<file path="src/rtl/cu_pkg.sv">
// Shared definitions for the multicycle control unit: opcode values, ALU
// function codes, B-mux codes, FSM state encoding and the opcode classifier.
// No ports; imported by multicycle_control_unit.
package cu_pkg;

    localparam logic [3:0] OP_ADD   = 4'b0000;
    localparam logic [3:0] OP_SUB   = 4'b0001;
    localparam logic [3:0] OP_ADDI  = 4'b0010;
    localparam logic [3:0] OP_CLR   = 4'b0110;
    localparam logic [3:0] OP_RST   = 4'b0111;
    localparam logic [3:0] OP_NOP   = 4'b1000;
    localparam logic [3:0] OP_JMP   = 4'b1001;
    localparam logic [3:0] OP_BEQZ  = 4'b1010;
    localparam logic [3:0] OP_LOAD  = 4'b1011;
    localparam logic [3:0] OP_STORE = 4'b1100;

    localparam logic [3:0] G_PASS_A = 4'b0000;
    localparam logic [3:0] G_ADD    = 4'b0010;
    localparam logic [3:0] G_SUB    = 4'b0101;

    localparam logic [1:0] MB_REG   = 2'd0;
    localparam logic [1:0] MB_CONST = 2'd1;

    typedef enum logic [2:0] {
        ST_IDLE   = 3'd0,
        ST_DECODE = 3'd1,
        ST_EXEC   = 3'd2,
        ST_MEM    = 3'd3,
        ST_WB     = 3'd4
    } cu_state_t;

    typedef enum logic [3:0] {
        K_ADD, K_SUB, K_ADDI, K_CLR, K_RST, K_NOP,
        K_JMP, K_BEQZ, K_LOAD, K_STORE, K_ILLEGAL
    } op_kind_t;

    function automatic op_kind_t classify_op(input logic [3:0] op);
        op_kind_t k;
        case (op)
            OP_ADD:   k = K_ADD;
            OP_SUB:   k = K_SUB;
            OP_ADDI:  k = K_ADDI;
            OP_CLR:   k = K_CLR;
            OP_RST:   k = K_RST;
            OP_NOP:   k = K_NOP;
            OP_JMP:   k = K_JMP;
            OP_BEQZ:  k = K_BEQZ;
            OP_LOAD:  k = K_LOAD;
            OP_STORE: k = K_STORE;
            default:  k = K_ILLEGAL;
        endcase
        return k;
    endfunction

endpackage

</file>
<file path="src/rtl/mem_wait_timer.sv">
// Counts MEM cycles for the memory timeout. Down-counter loaded with
// MEM_TIMEOUT-1 on entry to MEM; expired is raised in the MEM cycle where the
// count has reached zero, i.e. the MEM_TIMEOUT-th cycle.
// Ports:
//   clk, reset_global  clock / synchronous active-high reset
//   clear              return count to zero (leaving MEM)
//   load               arm the counter (entering MEM)
//   enable             currently in MEM; decrements and qualifies expired
//   expired            terminal count reached while enabled
module mem_wait_timer #(
    parameter int MEM_TIMEOUT = 16
) (
    input  logic clk,
    input  logic reset_global,
    input  logic clear,
    input  logic load,
    input  logic enable,
    output logic expired
);

    localparam int CNT_W    = (MEM_TIMEOUT > 1) ? $clog2(MEM_TIMEOUT) : 1;
    localparam int LOAD_INT = (MEM_TIMEOUT > 0) ? MEM_TIMEOUT - 1 : 0;
    localparam logic [CNT_W-1:0] LOAD_VAL = CNT_W'(LOAD_INT);

    logic [CNT_W-1:0] cnt;

    always_ff @(posedge clk) begin
        if (reset_global || clear) begin
            cnt <= '0;
        end else if (load) begin
            cnt <= LOAD_VAL;
        end else if (enable && (cnt != '0)) begin
            cnt <= cnt - CNT_W'(1);
        end
    end

    // MEM_TIMEOUT of 0 means wait forever, so the timer never expires.
    assign expired = (MEM_TIMEOUT != 0) && enable && (cnt == '0);

endmodule

</file>
<file path="src/rtl/multicycle_control_unit.sv">
// Multicycle control unit: accepts an instruction from fetch over a
// valid/ready handshake, then sequences decode, execute, memory and writeback
// control for the register file, ALU, muxes and PC.
// Ports:
//   clk, reset_global             clock / synchronous active-high reset
//   instr_valid, instr_ready      fetch handshake (ready only in IDLE)
//   instruction                   {op, rA, rB}
//   zero_flag                     ALU zero flag for BEQZ
//   mem_ready                     memory completes this cycle
//   reg_a_select, reg_b_select    register read ports
//   write_enable                  one-hot register write strobe
//   g_select                      ALU function
//   mem_read, mem_write           memory strobes
//   mb_select, mf_select, md_select  datapath mux selects
//   load, set_value               PC load strobe and target
//   constant_in                   zero-extended immediate
//   reset_individual, reset_all   register clear strobes
//   busy                          not in IDLE
//   illegal_op, mem_timeout       one-cycle error pulses
//
// state  | meaning
// IDLE   | waiting for an instruction, instr_ready high
// DECODE | ir classified; illegal opcodes flagged here
// EXEC   | single-cycle ALU / clear / jump / branch
// MEM    | LOAD/STORE strobes held until mem_ready or timeout
// WB     | memory data written to rA
module multicycle_control_unit
    import cu_pkg::*;
#(
    parameter  int DATA_W      = 8,
    parameter  int REG_ADDR_W  = 3,
    parameter  int OPCODE_W    = 4,
    parameter  int PC_W        = 8,
    parameter  int MEM_TIMEOUT = 16,
    localparam int NUM_REGS    = 1 << REG_ADDR_W,
    localparam int INSTR_W     = OPCODE_W + 2 * REG_ADDR_W
) (
    input  logic                  clk,
    input  logic                  reset_global,
    input  logic                  instr_valid,
    output logic                  instr_ready,
    input  logic [INSTR_W-1:0]    instruction,
    input  logic                  zero_flag,
    input  logic                  mem_ready,
    output logic [REG_ADDR_W-1:0] reg_a_select,
    output logic [REG_ADDR_W-1:0] reg_b_select,
    output logic [NUM_REGS-1:0]   write_enable,
    output logic [3:0]            g_select,
    output logic                  mem_read,
    output logic                  mem_write,
    output logic [1:0]            mb_select,
    output logic                  mf_select,
    output logic                  md_select,
    output logic                  load,
    output logic [PC_W-1:0]       set_value,
    output logic [DATA_W-1:0]     constant_in,
    output logic                  reset_individual,
    output logic                  reset_all,
    output logic                  busy,
    output logic                  illegal_op,
    output logic                  mem_timeout
);

    cu_state_t              state, state_next;
    logic [INSTR_W-1:0]     ir;
    logic [OPCODE_W-1:0]    ir_op;
    logic [REG_ADDR_W-1:0]  ir_ra, ir_rb;
    logic [NUM_REGS-1:0]    we_ra;
    op_kind_t               kind;
    logic                   accept;
    logic                   tmr_load, tmr_clear, tmr_en, tmr_expired;

    assign ir_op = ir[INSTR_W-1 -: OPCODE_W];
    assign ir_ra = ir[2*REG_ADDR_W-1 -: REG_ADDR_W];
    assign ir_rb = ir[REG_ADDR_W-1:0];
    assign we_ra = NUM_REGS'(1) << ir_ra;

    // Opcodes are 4-bit codes; with a wider opcode field the extra MSBs must be zero.
    always_comb begin
        kind = K_ILLEGAL;
        if ((ir_op >> 4) == '0) begin
            kind = classify_op(4'(ir_op));
        end
    end

    assign instr_ready = (state == ST_IDLE);
    assign busy        = (state != ST_IDLE);
    assign accept      = instr_valid && instr_ready;

    always_ff @(posedge clk) begin
        if (reset_global) begin
            state <= ST_IDLE;
            ir    <= '0;
        end else begin
            state <= state_next;
            if (accept) begin
                ir <= instruction;
            end
        end
    end

    always_comb begin
        state_next = state;
        case (state)
            ST_IDLE: begin
                if (instr_valid) state_next = ST_DECODE;
            end
            ST_DECODE: begin
                case (kind)
                    K_LOAD, K_STORE:     state_next = ST_MEM;
                    K_NOP, K_ILLEGAL:    state_next = ST_IDLE;
                    default:             state_next = ST_EXEC;
                endcase
            end
            ST_EXEC: state_next = ST_IDLE;
            ST_MEM: begin
                // mem_ready beats a simultaneous timeout.
                if (mem_ready) begin
                    state_next = (kind == K_LOAD) ? ST_WB : ST_IDLE;
                end else if (tmr_expired) begin
                    state_next = ST_IDLE;
                end
            end
            ST_WB:   state_next = ST_IDLE;
            default: state_next = ST_IDLE;
        endcase
    end

    assign tmr_en    = (state == ST_MEM);
    assign tmr_load  = (state == ST_DECODE) && (state_next == ST_MEM);
    assign tmr_clear = tmr_en && (state_next != ST_MEM);

    mem_wait_timer #(
        .MEM_TIMEOUT (MEM_TIMEOUT)
    ) u_mem_wait_timer (
        .clk          (clk),
        .reset_global (reset_global),
        .clear        (tmr_clear),
        .load         (tmr_load),
        .enable       (tmr_en),
        .expired      (tmr_expired)
    );

    always_comb begin
        reg_a_select     = '0;
        reg_b_select     = '0;
        write_enable     = '0;
        g_select         = G_PASS_A;
        mem_read         = 1'b0;
        mem_write        = 1'b0;
        mb_select        = MB_REG;
        mf_select        = 1'b0;
        md_select        = 1'b0;
        load             = 1'b0;
        set_value        = '0;
        constant_in      = '0;
        reset_individual = 1'b0;
        reset_all        = 1'b0;
        illegal_op       = 1'b0;
        mem_timeout      = 1'b0;
        case (state)
            ST_DECODE: begin
                // BEQZ presents rA to the ALU early so zero_flag is settled by EXEC.
                if (kind == K_BEQZ) begin
                    reg_a_select = ir_ra;
                    g_select     = G_PASS_A;
                end
                illegal_op = (kind == K_ILLEGAL);
            end
            ST_EXEC: begin
                case (kind)
                    K_ADD, K_SUB: begin
                        reg_a_select = ir_ra;
                        reg_b_select = ir_rb;
                        g_select     = (kind == K_ADD) ? G_ADD : G_SUB;
                        write_enable = we_ra;
                    end
                    K_ADDI: begin
                        // rA is the ALU A operand: ADDI is rA <= rA + zext(rB field).
                        reg_a_select = ir_ra;
                        mb_select    = MB_CONST;
                        constant_in  = DATA_W'(ir_rb);
                        g_select     = G_ADD;
                        write_enable = we_ra;
                    end
                    K_CLR: begin
                        reset_individual = 1'b1;
                        write_enable     = we_ra;
                    end
                    K_RST: reset_all = 1'b1;
                    K_JMP: begin
                        load      = 1'b1;
                        set_value = PC_W'({ir_ra, ir_rb});
                    end
                    K_BEQZ: begin
                        reg_a_select = ir_ra;
                        g_select     = G_PASS_A;
                        load         = zero_flag;
                        set_value    = PC_W'(ir_rb);
                    end
                    default: ;
                endcase
            end
            ST_MEM: begin
                mem_read     = (kind == K_LOAD);
                mem_write    = (kind == K_STORE);
                reg_a_select = ir_ra;
                reg_b_select = ir_rb;
                mem_timeout  = tmr_expired && !mem_ready;
            end
            ST_WB: begin
                md_select    = 1'b1;
                write_enable = we_ra;
            end
            default: ;
        endcase
    end

endmodule
</file>
<file path="config.mk">
export PLATFORM = sky130hd
export DESIGN_NAME = multicycle_control_unit
export DESIGN_NICKNAME = d
export VERILOG_FILES = /design/src/rtl/cu_pkg.sv /design/src/rtl/mem_wait_timer.sv /design/src/rtl/multicycle_control_unit.sv
export SDC_FILE = /design/constraint.sdc
export NUM_CORES = 1
export LEC_CHECK = 0
export ABC_AREA = 1
export BUFFER_PORTS_ARGS = -buffer_cell sky130_fd_sc_hd__buf_2
export CAP_MARGIN = 20
export CORE_ASPECT_RATIO = 1.5
export CORE_MARGIN = 1
export CORE_UTILIZATION = 43
export CTS_CLUSTER_SIZE = 24
export DETAILED_ROUTE_END_ITERATION = 6
export GPL_ROUTABILITY_DRIVEN = 0
export HOLD_SLACK_MARGIN = 0.03
export PLACE_DENSITY = 0.75
export SYNTH_ARGS = -nofsm -noshare
export SYNTH_HDL_FRONTEND = slang
export SYNTH_SLANG_ARGS = --single-unit
</file>
<file path="constraint.sdc">
create_clock -name clk -period 1.6 [get_ports clk]
set_input_delay 0.16 -clock clk [delete_from_list [all_inputs] [get_ports clk]]
set_output_delay 0.16 -clock clk [all_outputs]
set_load 0.1 [all_outputs]
</file>
# == Word level (Yosys, flattened, before mapping) ==
# Memories as Yosys holds them, arrays and structs flattened. A register that Yosys moved wholly into a read port is not among the register bits.
# Cells that the tools add are included.
# totals
regBits,17
mem_count,1
mem_bits_ro,64
wordCells,78
# classes
addsub,1
eq_ne,16
n_mux,37
n_reduce_logical,19
shifts,1
# mem_list
memory,depth,width,rd,rd_clocked_by_memory_dff,write_ports,line_no,source
(no name shown),16,4,1,1,0,cu_pkg.sv:39,case (op)
# op_table
op,count
3-bit 2-to-1 mux,11
3-bit one-hot mux with 3 select lines,2
"4-bit by 3-bit equality test with 1-bit output, second input constant",4
4-bit 2-to-1 mux,4
8-bit one-hot mux with 2 select lines,1
"4-bit equality test, second input constant",3
1-bit 2-to-1 mux,12
3-bit one-hot mux with 2 select lines,2
6-bit one-hot mux with 2 select lines,1
"3-bit by 2-bit equality test with 1-bit output, second input constant",3
"4-bit by 2-bit equality test with 1-bit output, second input constant",2
4-bit zero test,2
8-bit 2-to-1 mux,1
4-bit OR reduction,2
"1-bit by 3-bit left shift with 8-bit output, first input constant",1
1-bit logical AND,6
6-bit 2-to-1 mux,1
2-bit OR reduction,3
"4-bit by 1-bit equality test with 1-bit output, second input constant",1
2-bit one-hot mux with 2 select lines,1
4-bit nonzero test,1
"4-bit by 1-bit subtractor with 4-bit output, second input constant",1
"3-bit by 1-bit equality test with 1-bit output, second input constant",1
"3-bit equality test, second input constant",1
7 further kinds,7

# == Depth between registers and ports, before layout ==
# logic_depth
word_depth,8
mapped_depth,11
mapped_depth_nobuf,11

# == Modules after synthesis ==
# A second synthesis with hierarchy kept.
# unflattened
cells_unflattened,245
hier_area_um2,1582.8
# modules_own_cells
module,seq_area_each_um2,n_inst,cells_each,area_each_um2
multicycle_control_unit,340.3,1,207,1327.5
mem_wait_timer,80.1,1,38,255.2

# == Least setup slack after synthesis ==
# Ideal clock, no wire load.
# synth_path
kind,reg2out
startpoint,register state[0]
endpoint,output port mem_write
path_stages_with_launch,5
t_required_ps,1440
path_slack_ps,-2167
arrival_time_ps,3607
path_buffers,0
path_cell_list,dfxtp_1 > inv_4 > nor2_8 > inv_1 > nor4_1
# synth_between
elab_chain_cells,2
# synth_rtl
item,line_no,source
"start, declared",multicycle_control_unit.sv:64,"cu_state_t state, state_next;"
"start signal, assigned",multicycle_control_unit.sv:95,state <= state_next;
3-bit by 2-bit equality test with 1-bit output,multicycle_control_unit.sv:161,case (state)
1-bit 2-to-1 mux,multicycle_control_unit.sv:161,
"end, declared",multicycle_control_unit.sv:50,"output logic mem_write,"
# No other way between the ends.

# == Worst setup path in the final report ==
# layout_path
startpoint,register state[0]
endpoint,output port write_enable[1]
# layout_between
elab_chain_cells,2
elab_cells_between_ends,3
cone_classes,eq/ne (2); mux (1)
# layout_rtl
item,line_no,source
3-bit equality test or 3-bit by 2-bit equality test with 1-bit output (tied branches),multicycle_control_unit.sv:161,
8-bit one-hot mux with 2 select lines (*),multicycle_control_unit.sv:161,
"end, declared",multicycle_control_unit.sv:47,"output logic [NUM_REGS-1:0] write_enable,"
# Mark *: on every way between the ends. The rest lies on a longest branch, timed or not.

==> metrics.csv <==
metric,value,unit
drive_gt1_share,60.9,%
antenna_found_initial,0,
gr-usage-met2,67.6,%
cts_sinks,21,
use_met1,33.0,%
worstPathRequired,1440,ps
rows,26,
final_area,3190,µm²
critPathLaunchType,register,
cts_root_buf,clkbuf_8,
synth-xor-area-share,0.573,%
gr-total-overflow,0,
maxCapViolations,0,
route.detailed.drc,0,
io_pins,62,
post-route-util,94.3,%
syn-cell-area,1530,µm²
htree_levels,1,
async_reset_ff_share,0,%
min_period,1800,ps
drt-pass1-iter-count,5,
critical_path.slowest_cell,dfxtp_4,
synth-compound-area-share,8.93,%
worstRegToRegCells,11,
maxSlewViolCount,0,
synth_commonest_cells,"40 x inv_1, 35 x nand2_1, 33 x nor2_1",
grt_usage,34.5,%
die_y,75,µm
crit_fanout,4,
period_share,113,%
yosys-mux-area-fraction,0,%
multi_input_area,1390,µm²
coreArea,3380,µm²
hold_depth,2,
grt_setup_unrepaired,true,
worst_slack,-202,ps
synth.avg_cell_area,6.70,µm²
vias_per_cell,5.77,
n_antenna_cell,0,
ant_nets,0,
netlist_instances,228,
pwr_density_cell,631,nW/µm²
max_slew_margin,67.3,%
hp-start,reset_global,
tritoncts,yes,
reg2reg_slack,-150,ps
vias,2014,
numCtsBuffers,3,
p_leak,1.40,nW
worstMarginPinSlew,486,ps
seq_area_frac_synth,27.5,%
yosysTopAreaCell,dfxtp_1,
dieArea,3800,µm²
place.port_buffers,51,
r2r_end,kind[3],
worst_setup_path_end_kind,primary output,
startpoint,state[0],
max_freq,0.555,GHz
synth_edf_count,0,
grt_pass1_vias,1872,
clk_latency,280,ps
fill_cells,92,
setup_viol,35,
drt-total-wl,7.68,mm
dr.first_iter.drc_count,141,
synth.distinct_cells,30,
worstHoldEndpoint,state[0],
power,2.01,mW
yosys.area.top_type_share,27.5,%
grt.busiest_layer,met2,
skew,6.34,ps
synth_top_family_by_area,simple AND/OR/NAND/NOR gates,
seq_area,444,µm²
initial_core_util,45.2,%
post-synth-top-count-cell,inv_1,
yosys_warnings,0,
layout.nets,329,
synthToLayoutAreaGrowth,109,%
grt_max_degree,17,
ys_top_cells_by_area,"dfxtp_1 28%, inv_1 9.8%, nand2_1 8.6%, nor2_1 8.1%, buf_4 5.9%",
grt_pass1_wl,9.37,mm
timing.hold.ws,110,ps
synthAdderAreaFrac,4.91,%
slowest_delay,400,ps
place_area,2720,µm²
status,"finished, violations left",
hold_violations,0,
synth_simple_gate_area_share,40.6,%
tns,-4620,ps
hold_path_class,primary input to register,
max-vdd-ir-drop,0.000694,V
reg2reg_from,state[2],
path_cells,nor2_1 > inv_2 > o21ai_4 > nand2_4 > nor2_4 > buf_12,
criticalPathCategory,register to primary output,
die_x,50.7,µm
clock_path_buffers,2,
yosys_most_used_dff,dfxtp_1,
clk_pin_slew,80,ps
arrival,1640,ps
wl_per_cell,22.0,µm
use_met3,4.85,%
hpwl,3.87,mm
synth_seq_cells,21,
violations,negative setup slack,
routing by layer:
layer,share of wire [%],up-vias
li1,-,862
met1,32,954
met2,54,154
met3,8.2,44
met4,6.2,0
met5,0,-
metrics by stage:
stage	cells	worst slack (ps)
2_1_floorplan	237	-482
3_3_place_gp	327	99.0
3_5_place_dp	327	32.3
4_1_cts	339	-155
5_1_grt	349	-262
6_report	349	-202
worst max path at each step:
| stage | to | slack (ps) | depth (start not counted) |
|---|---|---|---|
| 2_1_floorplan | constant_in[0] | -480 | 7 |
| 3_3_place_gp | kind[3] | 100 | 10 |
| 3_5_place_dp | kind[3] | 30 | 10 |
| 4_1_cts | write_enable[1] | -150 | 8 |
| 5_1_grt | write_enable[6] | -260 | 6 |
| 6_report | write_enable[1] | -200 | 6 |
critical path, delay by kind of cell (launching register included):
| kind | cells | cell delay, ps |
|---|---|---|
| compound gates | 1 | 210 |
| simple gates | 3 | 490 |
| buf+inv | 2 | 270 |
| flops | 1 | 400 |
power by group:
| group | switching, mW | internal [mW] |
|---|---|---|
| Sequential | 0.0598 | 0.570 |
| Clock | 0.198 | 0.179 |
| Combinational | 0.714 | 0.293 |
| Total | 0.971 | 1.04 |
area by class of cell:
type	count	share of cell area, %
clock buffers	4	1.41
inverters	44	6.23
multi-input cells	159	43.6
flip-flops and latches	21	13.9
well taps	42	1.65
repair buffers	79	33.2
what timing repair did:
action | 4_1_cts | 5_1_grt
gates resized for setup | 31 | 46
pin swaps | 21 | 21
buffers inserted | 8 | 10
setup endpoints to repair | 33 | 40
hold buffers | 0 | 0
cells by family (layout without fill, tap and decap cells):
family                     count (synthesis)  in the layout
AOI/OAI and AO/OA                         24             24
xor gates and xnor gates                   1              1
adders and majority gates                  6              6
buffers and inverters                     57            127
DFF                                       21             21
other                                      1             10
and+or+nand+nor                          118            118
placed cells by master (no fill, tap or decap), types with 2 or more instances in the layout:
cell and n:
inv_6 2, inv_1 26, nand4_1 6, o21ai_0 7
ha_2 4, nand2_1 19, nand3_4 5, inv_4 5
conb_1 10, nand2_4 12, buf_12 38, ha_4 2
nand3_1 13, clkbuf_8 3, buf_2 14, dfxtp_4 6
inv_2 9, buf_6 7, nor4_4 2, nand2_2 8
dfxtp_1 14, nor3_4 9, nor2_4 27, buf_4 20
a21oi_1 10, nand2_8 2, nor2_1 9, nand3_2 4
registers in the layout, summed over array words and instances, names as in the netlist:
| signal | cells |
|---|---|
| kind | 4 |
| ir | 10 |
| state | 3 |
| u_mem_wait_timer.cnt | 4 |
Power figures use the tool's default switching activity.
